**config.mk**
```make
export PLATFORM = sky130hd
export DESIGN_NAME = rvfpm_issue_scheduler
export DESIGN_NICKNAME = d
export VERILOG_FILES = /design/src/rtl/rvfpm_issue_scheduler.sv
export SDC_FILE = /design/constraint.sdc
export NUM_CORES = 1
export LEC_CHECK = 0
export CORE_MARGIN = 3
export CORE_UTILIZATION = 45
export DETAILED_ROUTE_END_ITERATION = 6
export PLACE_DENSITY = 0.74
export SYNTH_ARGS = -nofsm -noshare
export SYNTH_HDL_FRONTEND = slang
export SYNTH_SLANG_ARGS = --single-unit
```
**constraint.sdc**
```tcl
create_clock -name i_ck -period 3.9 [get_ports i_ck]
set_input_delay 0.78 -clock i_ck [delete_from_list [all_inputs] [get_ports i_ck]]
set_output_delay 0.78 -clock i_ck [all_outputs]
set_load 0.05 [all_outputs]
```
**src/rtl/rvfpm_issue_scheduler.sv**
```systemverilog
// Issue scheduler between the CORE-V-XIF offload port and the rvfpm execute pipeline:
// in-order issue queue, register scoreboard, shadow pipeline of in-flight ids, kill and drain.
module rvfpm_issue_scheduler #(
    parameter int  X_ID_WIDTH      = 4,
    parameter int  NUM_REGS        = 32,
    parameter int  PIPELINE_STAGES = 4,
    parameter int  QUEUE_DEPTH     = 4,
    localparam int RW              = $clog2(NUM_REGS)
) (
    input  logic                                  i_ck,
    input  logic                                  i_rst,
    input  logic                                  i_enable,
    input  logic                                  i_flush,
    input  logic                                  i_issue_valid,
    output logic                                  o_issue_ready,
    input  logic [X_ID_WIDTH-1:0]                 i_issue_id,
    input  logic [RW-1:0]                         i_issue_rd,
    input  logic [RW-1:0]                         i_issue_rs1,
    input  logic [RW-1:0]                         i_issue_rs2,
    input  logic [RW-1:0]                         i_issue_rs3,
    input  logic [2:0]                            i_issue_rs_used,
    input  logic                                  i_issue_we,
    input  logic                                  i_commit_valid,
    input  logic [X_ID_WIDTH-1:0]                 i_commit_id,
    input  logic                                  i_commit_kill,
    input  logic                                  i_pipe_stall,
    output logic                                  o_disp_valid,
    output logic [X_ID_WIDTH-1:0]                 o_disp_id,
    output logic                                  o_wb_valid,
    output logic [X_ID_WIDTH-1:0]                 o_wb_id,
    output logic [RW-1:0]                         o_wb_rd,
    output logic                                  o_busy,
    output logic                                  o_flush_done,
    output logic [QUEUE_DEPTH*X_ID_WIDTH-1:0]     o_queue_ids,
    output logic [PIPELINE_STAGES*X_ID_WIDTH-1:0] o_pipeline_ids
);

    localparam int PW   = (QUEUE_DEPTH > 1) ? $clog2(QUEUE_DEPTH) : 1;
    localparam int CW   = $clog2(QUEUE_DEPTH + 1);
    localparam int LAST = PIPELINE_STAGES - 1;

    typedef enum logic [1:0] {
        S_RUN,
        S_DRAIN,
        S_DONE
    } state_e;

    typedef struct packed {
        logic [X_ID_WIDTH-1:0] id;
        logic [RW-1:0]         rd;
        logic [RW-1:0]         rs1;
        logic [RW-1:0]         rs2;
        logic [RW-1:0]         rs3;
        logic [2:0]            rs_used;
        logic                  we;
        logic                  killed;
    } q_entry_t;

    typedef struct packed {
        logic                  valid;
        logic                  killed;
        logic [X_ID_WIDTH-1:0] id;
        logic [RW-1:0]         rd;
        logic                  we;
    } s_entry_t;

    state_e               r_state;
    state_e               w_state_nxt;
    q_entry_t             r_queue [QUEUE_DEPTH];
    s_entry_t             r_shadow [PIPELINE_STAGES];
    s_entry_t             w_shadow_mk [PIPELINE_STAGES];
    logic [PW-1:0]        r_rd_ptr;
    logic [PW-1:0]        r_wr_ptr;
    logic [CW-1:0]        r_count;
    logic [NUM_REGS-1:0]  r_sb;

    q_entry_t             w_head;
    q_entry_t             w_new;
    s_entry_t             w_disp_entry;
    logic                 w_run;
    logic                 w_kill;
    logic                 w_q_nonempty;
    logic                 w_head_live;
    logic                 w_kill_pop;
    logic                 w_hazard;
    logic                 w_pop;
    logic                 w_accept;
    logic                 w_advance;
    logic                 w_retire;
    logic                 w_shadow_any;
    logic                 w_flush_start;

    function automatic logic [PW-1:0] ptr_inc(input logic [PW-1:0] p);
        return (p == PW'(QUEUE_DEPTH - 1)) ? '0 : p + 1'b1;
    endfunction

    assign w_run         = (r_state == S_RUN);
    assign w_kill        = i_commit_valid & i_commit_kill;
    assign w_head        = r_queue[r_rd_ptr];
    assign w_q_nonempty  = (r_count != '0);
    assign w_head_live   = w_q_nonempty & ~w_head.killed;
    assign w_flush_start = w_run & i_flush;

    // Sources and WAW are checked against the registered scoreboard only; no bypass.
    always_comb begin
        w_hazard = w_head.we & r_sb[w_head.rd];
        if (w_head.rs_used[0] & r_sb[w_head.rs1]) w_hazard = 1'b1;
        if (w_head.rs_used[1] & r_sb[w_head.rs2]) w_hazard = 1'b1;
        if (w_head.rs_used[2] & r_sb[w_head.rs3]) w_hazard = 1'b1;
    end

    assign o_issue_ready = i_enable & w_run & ~i_rst & (r_count < CW'(QUEUE_DEPTH));
    assign w_accept      = i_issue_valid & o_issue_ready;
    assign o_disp_valid  = w_run & i_enable & ~i_pipe_stall & w_head_live & ~w_hazard & ~i_rst;
    assign o_disp_id     = o_disp_valid ? w_head.id : '0;
    // A killed head is discarded regardless of hazards or a stalled execute pipe.
    assign w_kill_pop    = w_run & i_enable & w_q_nonempty & w_head.killed & ~i_rst;
    assign w_pop         = o_disp_valid | w_kill_pop;
    assign w_advance     = i_enable & ~i_pipe_stall;
    assign w_retire      = w_advance & r_shadow[LAST].valid;
    assign o_wb_valid    = w_retire & ~r_shadow[LAST].killed & ~i_rst;
    assign o_wb_id       = o_wb_valid ? r_shadow[LAST].id : '0;
    assign o_wb_rd       = o_wb_valid ? r_shadow[LAST].rd : '0;
    assign o_busy        = w_q_nonempty | w_shadow_any;

    always_comb begin
        w_new         = '0;
        w_new.id      = i_issue_id;
        w_new.rd      = i_issue_rd;
        w_new.rs1     = i_issue_rs1;
        w_new.rs2     = i_issue_rs2;
        w_new.rs3     = i_issue_rs3;
        w_new.rs_used = i_issue_rs_used;
        w_new.we      = i_issue_we;
        w_new.killed  = w_kill & (i_issue_id == i_commit_id);
    end

    always_comb begin
        w_disp_entry = '0;
        if (o_disp_valid) begin
            w_disp_entry.valid  = 1'b1;
            w_disp_entry.killed = w_kill & (w_head.id == i_commit_id);
            w_disp_entry.id     = w_head.id;
            w_disp_entry.rd     = w_head.rd;
            w_disp_entry.we     = w_head.we;
        end
    end

    // NOTE: every always_comb output gets a default first, so no path can infer a latch.
    always_comb begin
        w_shadow_any = 1'b0;
        for (int i = 0; i < PIPELINE_STAGES; i++) begin
            w_shadow_mk[i] = r_shadow[i];
            if (w_kill && r_shadow[i].valid && (r_shadow[i].id == i_commit_id))
                w_shadow_mk[i].killed = 1'b1;
            w_shadow_any = w_shadow_any | r_shadow[i].valid;
        end
    end

    // NOTE: sequential state uses <= so every register samples pre-edge values.
    always_ff @(posedge i_ck) begin
        if (i_rst) begin
            r_rd_ptr <= '0;
            r_wr_ptr <= '0;
            r_count  <= '0;
        end else if (w_flush_start) begin
            r_rd_ptr <= '0;
            r_wr_ptr <= '0;
            r_count  <= '0;
        end else begin
            if (w_accept) r_wr_ptr <= ptr_inc(r_wr_ptr);
            if (w_pop)    r_rd_ptr <= ptr_inc(r_rd_ptr);
            case ({w_accept, w_pop})
                2'b10:   r_count <= r_count + 1'b1;
                2'b01:   r_count <= r_count - 1'b1;
                default: r_count <= r_count;
            endcase
        end
    end

    // NOTE: queue payload is not reset; r_count alone decides which slots hold live data.
    always_ff @(posedge i_ck) begin
        for (int i = 0; i < QUEUE_DEPTH; i++) begin
            if (w_kill && (r_queue[i].id == i_commit_id)) r_queue[i].killed <= 1'b1;
        end
        if (w_accept) r_queue[r_wr_ptr] <= w_new;
    end

    always_ff @(posedge i_ck) begin
        if (i_rst) begin
            for (int i = 0; i < PIPELINE_STAGES; i++) r_shadow[i] <= '0;
        end else if (w_advance) begin
            r_shadow[0] <= w_disp_entry;
            for (int i = 1; i < PIPELINE_STAGES; i++) r_shadow[i] <= w_shadow_mk[i-1];
        end else begin
            for (int i = 0; i < PIPELINE_STAGES; i++) r_shadow[i] <= w_shadow_mk[i];
        end
    end

    // The retiring register is released even when its instruction was killed.
    always_ff @(posedge i_ck) begin
        if (i_rst) begin
            r_sb <= '0;
        end else begin
            if (w_retire && r_shadow[LAST].we) r_sb[r_shadow[LAST].rd] <= 1'b0;
            if (o_disp_valid && w_head.we)     r_sb[w_head.rd]         <= 1'b1;
        end
    end

    always_ff @(posedge i_ck) begin
        if (i_rst) r_state <= S_RUN;
        else       r_state <= w_state_nxt;
    end

    always_comb begin
        w_state_nxt  = r_state;
        o_flush_done = 1'b0;
        case (r_state)
            S_RUN:   if (i_flush) w_state_nxt = S_DRAIN;
            S_DRAIN: if (!w_shadow_any) w_state_nxt = S_DONE;
            S_DONE: begin
                o_flush_done = ~i_rst;
                w_state_nxt  = S_RUN;
            end
            default: w_state_nxt = S_RUN;
        endcase
    end

    always_comb begin
        o_queue_ids = '0;
        for (int i = 0; i < QUEUE_DEPTH; i++) begin
            if (CW'(i) < r_count)
                o_queue_ids[i*X_ID_WIDTH +: X_ID_WIDTH] =
                    r_queue[PW'((int'(r_rd_ptr) + i) % QUEUE_DEPTH)].id;
        end
    end

    always_comb begin
        o_pipeline_ids = '0;
        for (int i = 0; i < PIPELINE_STAGES; i++) begin
            if (r_shadow[i].valid) o_pipeline_ids[i*X_ID_WIDTH +: X_ID_WIDTH] = r_shadow[i].id;
        end
    end

endmodule
```
# Word-level counts from Yosys, hierarchy flattened
# Memory sizes are Yosys's and may differ from the RTL's. A register that Yosys moved wholly into a read port is not among the register bits.
# Cells that the tools add are included.
[totals]
input_bits = 40
elab_cells = 179
mem_count = 2
ram_bits = 164
regBits = 41
out_inout_bits = 50
[memory_table]
columns = ["memory", "depth", "word_bits", "rd", "rd_clocked_by_memory_dff", "wr", "line", "source"]
rows = [
  ["r_queue", 4, 29, 8, 1, 5, "69", "q_entry_t r_queue [QUEUE_DEPTH];"],
  ["r_shadow", 4, 12, 4, 0, 4, "70", "s_entry_t r_shadow [PIPELINE_STAGES];"],
]
[op_classes]
reduce_logical = 21
add_sub_neg = 7
bitwise_logic = 45
mux = 69
magnitude_cmp = 12
n_eq_ne = 18
[op_table]
columns = ["cell", "n"]
rows = [
  ["$mux 12", 9],
  ["$mux 32", 3],
  ["$eq 4x4->1", 10],
  ["$mux 4", 10],
  ["$and 32x32->32", 1],
  ["$mux 1", 32],
  ["$not 32->32", 1],
  ["$or 32x32->32", 1],
  ["$lt 5x6->1 const B", 5],
  ["$and 1x1->1", 24],
  ["$bmux 1 s5", 4],
  ["$logic_and 1x1->1", 16],
  ["$or 1x1->1", 13],
  ["$mux 2", 6],
  ["$demux 1 s5", 2],
  ["$ge 5x1->1 const B", 2],
  ["$eq 2x2->1 const B", 4],
  ["$add 2x1->2 const B", 3],
  ["$lt 1x3->1 const A", 2],
  ["$lt 2x3->1 const A", 2],
  ["$pmux 3 s2", 1],
  ["$mux 5", 1],
  ["$not 1->1", 5],
  ["$add 2x2->2 const B", 2],
  ["11 further kinds", 13],
]

# Depth between registers and ports, before layout
# Gate-level depths: netlist of the first run.
[logic_depth]
depth_word = 12
ltp_mapped = 15
mapped_depth_nobuf = 13

# Least setup slack after synthesis of the first run
# OpenSTA, ideal clock, no wires.
[synth_timing]
path_kind = "flip-flop to output port"
start = "register with a tool-made name"
end = "output port o_disp_id[0]"
required_ps = 3120
path_buffers = 4
setup_slack_ps = -195
path_stages_with_launch = 13
arrival_ps = 3315
cell_sequence = "dfxtp_1 -> buf_6 -> buf_4 -> buf_4 -> mux4_2 -> nand3_1 -> a21oi_1 -> a31oi_1 -> o311ai_1 -> a211oi_4 -> nand3_2 -> clkbuf_1 -> nor2b_1"
[synth_lines]
columns = ["item", "line", "source"]
rows = [
  ["to (decl)", "28", "output logic [X_ID_WIDTH-1:0] o_disp_id,"],
]

==> run metrics, run 1 <==
dpl ws 66.4 ps; CTS tree yes; core area 22800 um2; DRC violations left 0; DR iter-0 viols 839; initial cell density of the core 46.1%; Req. time, crit path 3120 ps; Tcrit/Tclk final 106%; post-DR wirelength/cell 20.5 um; Yosys Warn Count 0; Worst Path Max Fanout 7; Die H 159 um; Max clock buf depth 3; kind of path behind the tightest hold check flop to flop; # diodes 0; initial antenna violation count 0; # IOs 90; Max Fclk 243 MHz; gr ovfl total 0; total power 4.98 mW; crit path DAT 3340 ps; Post-synth EDFFs 160; Max IR drop VDD 0.519 mV; final WL 25.7 mm; share of cells above drive strength 1 17.7%; status finished, violations left; global-route wire length before repair 40.7 mm; Combinational Power Share 7.8%; GRT Total Usage 20.0%; Cell Area, Placed 11900 um2; Avg Cell Area, Syn 13.0 um2; pwr/cell area 382 nW/um2; chip width 159 um; worst skew pair latency 510 ps; vias 7342; vias in the first global route 7253; Pint 3.91 mW; Syn Inst Count 812; First-pass DRT Iterations 5; CP endpoint kind primary output; vias per std cell 5.85; Leakage Power 4.63 nW; DIE AREA 25300 um2; largest net degree at the start of global routing 68; register bit count reported by yosys 207; Area growth syn-to-layout 23.7%; gpl congestion 0.879; unrepaired setup endpoints after global routing true; Min Hold Slack 459 ps; Design Area, Final 13000 um2; CTS buffer count 22; Max-slew headroom 48.2%; switching part of the total 21.5%; Post-DP HPWL 16.9 mm; root buf cell clkbuf_16; Clk pwr share 42.6%; placed insts 1191; sequential power share 49.6%; final setup margin -220 ps; Yosys cell types 60; max-slew violations 0; IO Port Bufs 89; CTS H-tree lvls 1; Worst-Margin Slew 776 ps; CP Class flop to primary output; synthesized area 10500 um2; final setup violation count 5; # nets final 977; row count 55; cts hold-fix bufs 0; clk sinks 207; final hold violations 0; Routed Antenna Nets 0; Net Switching 1.07 mW; register area share after synthesis 54.6%; CP startpoint kind flop; FFs w/ async S/R, synth 0%; Post-Layout Cell Count 1256; Max-Cap Viols 0; failing checks negative setup slack; Setup Skew 18.9 ps; minimum clock period 4120 ps; Worst-path clk slew 70 ps; ys flop type edfxtp_1
-- repair_timing --
item | 4_1_cts | 5_1_grt
pin swaps | 6 | 0
gates cloned | 3 | 0
gates resized for setup | 19 | 5
endpoints found under the setup margin | 9 | 7
hold endpoints to repair | 0 | 0
setup buffers | 17 | 5
-- synthesized netlist by cell type (all sizes together), types with 3 or more instances --
cell     count  area [um2]
and3        40         250
o211ai      22         165
o31ai       32         240
xnor2       10        87.6
a21oi       13        65.1
a211oi       3        35.0
buf         19         145
nor3b        5        37.5
a31oi        3        18.8
nor2b       25         156
edfxtp     160        4800
nand3       28         145
nand2       55         206
o311ai       5        43.8
nor2        28         105
mux2i       68         681
xor2        32         280
mux2         8        90.1
nor3        17        85.1
nand4b       3        26.3
o2111ai      3        26.3
a311oi       5        43.8
dfxtp       47         941
ha          10         125
a22oi        3        22.5
nand4       10        62.6
nand2b       3        18.8
mux4        44         991
inv         16        60.1
and2        34         213
nand3b       4        30.0
or2          5        31.3
o21ai        3        15.0
clkbuf      28         105
-- through the flow --
stage / TNS (ps) / util, %
floorplan: -361 / -
global placement: 0 / 52.1
detailed placement: 0 / 52.1
CTS: -620 / 56.7
global route: -1630 / 57.0
finish: -1060 / 57.0
-- layout make-up --
cell class	count	area [um2]
clock buffers	30	622
multi-input cells	547	4640
fillers	1872	9820
well taps	313	392
clock inverters	10	124
inverters	17	65.1
flip-flops and latches	207	5750
repair buffers	132	1430
-- worst paths after layout --
check / from / endpoint / slack (ps) / depth (start not counted)
min: r_state[1]$_SDFFE_PP0P_ / r_state[0]$_SDFFE_PP0P_ / 460 / 1
max: flop / o_disp_id[0] / -220 / 12
max reg2reg: flop / r_count[2]$_SDFFE_PP0P_ / 180 / 14
min reg2reg: r_state[1]$_SDFFE_PP0P_ / r_state[0]$_SDFFE_PP0P_ / 460 / 1
-- cells by family (layout without fill, tap and decap cells) --
| kind of cell | Yosys count | after routing | share of synthesized area (%) |
|---|---|---|---|
| AOI/OAI and AO/OA | 104 | 104 | 7.40 |
| xor gates and xnor gates | 42 | 42 | 3.49 |
| adders and majority gates | 10 | 10 | 1.19 |
| buffers and inverters | 64 | 189 | 2.98 |
| DFF | 207 | 207 | 54.6 |
| muxes | 120 | 123 | 16.7 |
| other | 1 | 4 | 0.0356 |
| and+or+nand+nor | 264 | 264 | 13.6 |
-- power groups by stage --
stage,logic (mW),registers (mW),clock network (mW)
4_1_cts,0.384,2.47,2.15
5_1_grt,0.420,2.47,2.25
3_3_place_gp,0.360,2.51,0
6_report,0.389,2.47,2.12
3_5_place_dp,0.366,2.51,0
2_1_floorplan,0.241,2.50,0
-- state kept, by name, summed over array words and instances (netlist names), named ones only --
register	count
r_count	3
r_rd_ptr	2
r_state	2
r_sb	32
r_queue	116
r_wr_ptr	2
r_shadow	48
-- metal layers --
metal / track usage (%) / share of wire, % / vias up
met5: 0 / 0 / -
met4: 5.25 / 2.2 / 0
met3: 3.28 / 7.8 / 53
met2: 31.5 / 46 / 331
met1: 29.2 / 44 / 3585
li1: - / - / 3373
-- layout by cell type, fill, tap and decap left out, drive strengths merged, types with 4 or more instances in the layout --
cell             n
a21oi           13
a311oi           5
and2            34
and3            40
buf             59
clkbuf          30
clkdlybuf4s50   73
clkinv           6
conb             4
dfxtp           47
edfxtp         160
ha              10
inv             16
mux2             8
mux2i           68
mux4            47
nand2           55
nand3           28
nand3b           4
nand4           10
nor2            28
nor2b           25
nor3            17
nor3b            5
o211ai          22
o311ai           5
o31ai           32
or2              5
xnor2           10
xor2            32
-- critical path, stage by stage (launching register included) --
cell and delay (ps):
dfxtp_4 400, buf_4 130, mux4_2 640, buf_12 190, mux2i_2 170, nand2_1 90
nand4_1 130, nand4_1 140, nor4_4 280, buf_4 180, nand3_4 160, nor2b_4 170
buf_12 140
(Power assumes the default switching activity.)
==> inputs of run 2 (changes only) <==
CORE_UTILIZATION = 30   (was 45)
PLACE_DENSITY = 0.56   (was 0.74)
==> run 2 against run 1 <==
  * The flow still finishes with violations (negative setup slack)
  * Sequential power is essentially flat
  * Cell count is 11% higher
  * Routed wire length up 6.1%
  * Critical path type unchanged
==> run metrics, run 2 (synthesis gave the netlist of run 1 again) <==
DR iter-0 viols 543 (-35%); Setup Skew 14.5 ps (-4.46 ps); Largest register FFs 116 (unchanged); GRT Total Usage 14.0% (-6.0 points); Post-DP HPWL 18.4 mm (+8.7%); Max IR drop VDD 0.259 mV (-50%); hold-critical path depth 1 (unchanged); final setup margin -204 ps (+16.1 ps); Cell Area, Placed 12100 um2 (+1.8%); minimum clock period 4100 ps (-16.1 ps); largest net degree at the start of global routing 68 (unchanged); vias per std cell 5.17 (-12%); kind of path behind the tightest hold check flop to flop; Leakage Power 4.63 nW (about the same); Routed Antenna Nets 0 (unchanged); Area growth syn-to-layout 24.7%; CTS tree yes; CTS H-tree lvls 1 (unchanged); gpl congestion 0.860 (-2.2%); IO Port Bufs 89 (unchanged); Req. time, crit path 3120 ps (about the same); final hold violations 0 (unchanged); final setup violation count 5 (unchanged); core area 34000 um2 (+49%); Max Fclk 244 MHz (+0.39%); CP Class flop to primary output; vias 7186 (-2.1%); initial cell density of the core 30.9% (-15 points); filler cell count 3300 (+76%); Most flops, register r_queue; pwr/cell area 382 nW/um2 (about the same); CP endpoint kind primary output; First-pass DRT Iterations 5 (unchanged); Max-Cap Viols 0 (unchanged); vias in the first global route 7256 (+0.041%); final WL 27.3 mm (+6.1%); unrepaired setup endpoints after global routing true; CP endpoint o_disp_id[2]; DRC violations left 0 (unchanged); crit path DAT 3320 ps (-20 ps); most common cell after layout, fill and taps aside edfxtp_1; max-slew violations 0 (unchanged); worst skew pair latency 510 ps (about the same); Max-slew headroom 49.9% (+1.7 points); # nets final 976 (-0.10%); most frequent cells in the layout 160 x edfxtp_1, 73 x clkdlybuf4s50_1, 67 x mux2i_1; Design Area, Final 13100 um2 (+0.82%); # diodes 0 (unchanged); flop2flop setup slack 290 ps (+110 ps); post-DR wirelength/cell 19.6 um (-4.2%); global-route wire length before repair 42.5 mm (+4.5%); Final TNS setup -969 ps (+88.5 ps); Worst-Margin Slew 744 ps (-32.3 ps); chip width 193 um (+22%); CP startpoint kind flop; root buf cell clkbuf_16; failing checks negative setup slack; row count 67 (+22%); share of cells above drive strength 1 17.4% (-0.32 points); status finished, violations left; gr ovfl total 0 (unchanged); clk sinks 207 (unchanged); CTS buffer count 23 (+4.5%); DIE AREA 37400 um2 (+48%); R2R depth 15 (+1); # IOs 90 (unchanged); Die H 193 um (+22%); initial antenna violation count 0 (unchanged); Worst Path Max Fanout 7 (unchanged); Critical R2R Capture r_count[2]$_SDFFE_PP0P_; Worst-path clk slew 60 ps (about the same); Tcrit/Tclk final 105% (-0.41 points); Max clock buf depth 3 (unchanged); Regs by FF count r_queue (116), r_shadow (48), r_sb (32)
run 2: cell types whose count changed in the layout (fill, tap and decap cells not counted), moves of 2 or more:
cell	delta
mux2i_2	-3
clkinv_4	+3
clkbuf_8	-2
inv_6	+2
clkbuf_1	-3
mux2i_1	+3
clkinv_1	+3
run 2: area by class of cell:
type | instances | area (um2) | share of cell area [%]
Sequential cell | 207 | 5750 | 43.8
Tap cell | 448 | 561 | 4.27
Multi-Input combinational cell | 545 | 4570 | 34.8
Clock buffer | 25 | 583 | 4.44
Clock inverter | 17 | 174 | 1.32
Inverter | 17 | 65.1 | 0.496
Timing Repair Buffer | 132 | 1430 | 10.9
run 2: timing repair:
item                       CTS  global route
buffers inserted             7            11
pin swaps                    1             5
gates cloned                 1             0
resized for setup            7            10
setup endpoints to repair    5             5
hold buffers                 0             0
run 2: stage by stage:
step	utilization [%]	setup WS, ps	instances	total power, mW	hold WS (ps)
floorplan	-	-120	815	2.74	439
global placement	35.6	234	1330	2.88	456
detailed placement	35.6	138	1330	2.89	483
CTS	38.2	-198	1380	5.06	491
global route	38.6	-337	1391	5.20	528
finish	38.6	-204	1391	5.02	492
run 2: metal layers:
metal / vias to the layer above / wire length, um / track usage (%)
met5: - / 0 / 0
met4: 0 / 567 / 3.80
met3: 39 / 1630 / 2.16
met2: 215 / 12600 / 22.2
met1: 3581 / 12500 / 20.2
li1: 3351 / - / -
run 2: where the power goes:
part | switching [mW] | internal [mW] | total (mW)
registers | 0.0396 | 2.43 | 2.47
logic | 0.221 | 0.166 | 0.387
clock network | 0.880 | 1.29 | 2.17
run 2: worst min path at each step:
stage / slack, ps / end / start
2_1_floorplan: 440 / r_state[0]$_SDFFE_PP0P_ / r_state[1]$_SDFFE_PP0P_
3_3_place_gp: 460 / r_state[0]$_SDFFE_PP0P_ / r_state[1]$_SDFFE_PP0P_
3_5_place_dp: 480 / r_state[0]$_SDFFE_PP0P_ / r_state[1]$_SDFFE_PP0P_
4_1_cts: 490 / r_state[0]$_SDFFE_PP0P_ / r_state[1]$_SDFFE_PP0P_
5_1_grt: 530 / r_state[0]$_SDFFE_PP0P_ / r_state[1]$_SDFFE_PP0P_
6_report: 490 / r_state[0]$_SDFFE_PP0P_ / r_state[1]$_SDFFE_PP0P_
run 2: worst max-delay path: stages, from the launching register on:
cell      delay (ps)
dfxtp_4          370
buf_12           130
mux4_2           570
buf_4            160
buf_4            150
mux2i_1          120
o211ai_1         230
o21ai_2          120
nor4_4           280
buf_4            190
nand3_4          160
nor2b_4          170
buf_12           140
==> inputs of run 3 (changes only) <==
CORE_UTILIZATION = 35   (was 30)
DONT_BUFFER_PORTS = 1   (was default)
PLACE_DENSITY = 0.58   (was 0.56)
==> run 3 against run 2 <==
  * The flow still finishes with violations (negative setup slack)
  * Power fell by 3.5%
  * Fmax fell by 2.1%
  * Setup slack worse by 90 ps
  * Register-to-register slack got worse by 150 ps
==> run metrics, run 3 (synthesis gave the netlist of run 1 again) <==
fin util 42.1% (+3.5 points); clk sinks 207 (unchanged); chip width 179 um (-7.2%); largest net degree at the start of global routing 69 (+1.5%); filler cell count 2720 (-18%); kind of path behind the tightest hold check primary input to flop; Worst-Margin Slew 850 ps (+106 ps); pwr/cell area 394 nW/um2 (+3.1%); Crit path top cell by count mux2i_1; Leakage Power 4.38 nW (-5.4%); Slowest cell on crit path mux4_2; Setup Skew 13.3 ps (-1.16 ps); Max-Cap Viols 0 (unchanged); dpl ws 126 ps (-12.1 ps); Max-slew headroom 43.1% (-6.9 points); final setup violation count 5 (unchanged); post-DR wirelength/cell 21.5 um (+9.6%); Final TNS setup -1400 ps (-427 ps); root buf cell clkbuf_16; Post-Layout Cell Count 1265 (-9.1%); IO Port Bufs 0 (-100%); Req. time, crit path 3120 ps (about the same); status finished, violations left; gpl congestion 0.848 (-1.5%); row count 62 (-7.5%); Largest register FFs 116 (unchanged); vias 7048 (-1.9%); share of cells above drive strength 1 20.5% (+3.2 points); DRC violations left 0 (unchanged); Most flops, register r_queue; CP startpoint kind flop; # nets final 915 (-6.3%); Post-DP HPWL 17.5 mm (-4.6%); worst skew pair latency 510 ps (about the same); Die H 179 um (-7.2%); cts hold-fix bufs 0 (unchanged); CTS tree yes; # diodes 0 (unchanged); final setup margin -294 ps (-89.8 ps); Tcrit/Tclk final 108% (+2.3 points); vias in the first global route 6895 (-5.0%); Routed Antenna Nets 0 (unchanged); CP endpoint kind primary output; Design Area, Final 12300 um2 (-6.5%); Worst-path clk slew 60 ps (about the same); Storage cell area 5750 um2 (about the same); Max IR drop VDD 0.210 mV (-19%); Max clock buf depth 3 (unchanged); gr ovfl total 0 (unchanged); CP Class flop to primary output; total power 4.84 mW (-3.5%); core area 29200 um2 (-14%); Multi-input gate area 4610 um2 (+0.96%); Worst Path Max Fanout 6 (-1); most common cell after layout, fill and taps aside edfxtp_1; DR iter-0 viols 607 (+12%); CTS buffer count 22 (-4.3%); failing checks negative setup slack; max incr delay on CP 600 ps (+30 ps); final WL 27.2 mm (-0.34%); Max Fclk 238 MHz (-2.1%); max-slew violations 0 (unchanged); Cell Area, Placed 11200 um2 (-7.9%); CTS H-tree lvls 1 (unchanged); GRT Total Usage 16.0% (+1.9 points); crit path cell chain buf_16 -> mux4_2 -> mux2i_1 -> mux2i_1 -> o211ai_1 -> o311ai_2 -> nor4_4 -> buf_4 -> nand3_4 -> nor2b_2 -> buf_6; Regs by FF count r_queue (116), r_shadow (48), r_sb (32); vias per std cell 5.57 (+7.8%); final hold violations 0 (unchanged); global-route wire length before repair 41.2 mm (-3.2%); most frequent cells in the layout 160 x edfxtp_1, 66 x mux2i_1, 57 x buf_4; unrepaired setup endpoints after global routing true; crit path DAT 3410 ps (+90 ps); minimum clock period 4190 ps (+89.8 ps); Min Hold Slack 359 ps (-133 ps); Area growth syn-to-layout 16.6%; placed insts 1198 (-9.9%); DIE AREA 32200 um2 (-14%); First-pass DRT Iterations 5 (unchanged); initial antenna violation count 0 (unchanged); initial cell density of the core 36.1% (+5.2 points); # IOs 90 (unchanged)
==> run 3: worst paths after layout <==
kind	cells after the start	end	slack, ps	startpoint
setup / recovery	11	o_disp_id[2]	-290	flop
hold / removal	1	r_state[0]$_SDFFE_PP0P_	360	i_rst
setup reg to reg	15	r_count[2]$_SDFFE_PP0P_	140	flop
hold reg to reg	1	r_state[0]$_SDFFE_PP0P_	490	r_state[1]$_SDFFE_PP0P_
==> run 3: what timing repair did <==
| action | CTS | global route |
|---|---|---|
| gates cloned | 4 | 1 |
| setup buffers | 16 | 6 |
| setup endpoints to repair | 5 | 6 |
| gates resized for setup | 12 | 13 |
| pin swaps | 3 | 4 |
==> run 3: metal layers <==
layer  global-route usage, %  up-vias  share of wire [%]
met4                    4.12        2                2.1
met3                    3.80       46                8.1
li1                        -     3247                  -
met1                    22.2     3483                 44
met5                       0        -               0.12
met2                    25.4      270                 46
==> run 3: area by class of cell <==
cell class / count / share of cell area (%)
clock inverter: 13 / 0.968
clock buffer: 27 / 4.89
multi-input combinational: 547 / 37.5
inverter: 17 / 0.520
timing repair buffer: 70 / 5.34
sequential: 207 / 46.8
tap: 384 / 3.91
==> run 3: report_power, final <==
group / total [mW] / internal, mW / switching, mW
Sequential: 2.47 / 2.43 / 0.0397
Clock: 2.07 / 1.23 / 0.840
Combinational: 0.307 / 0.120 / 0.187
==> run 3: worst max-delay path, delay by kind of cell, from the launching register on <==
| family | cells | cell delay (ps) |
|---|---|---|
| AO/OA/AOI/OAI | 2 | 470 |
| buffers and inverters | 3 | 480 |
| flip-flops | 1 | 420 |
| multiplexers | 3 | 910 |
| AND/OR/NAND/NOR | 3 | 610 |
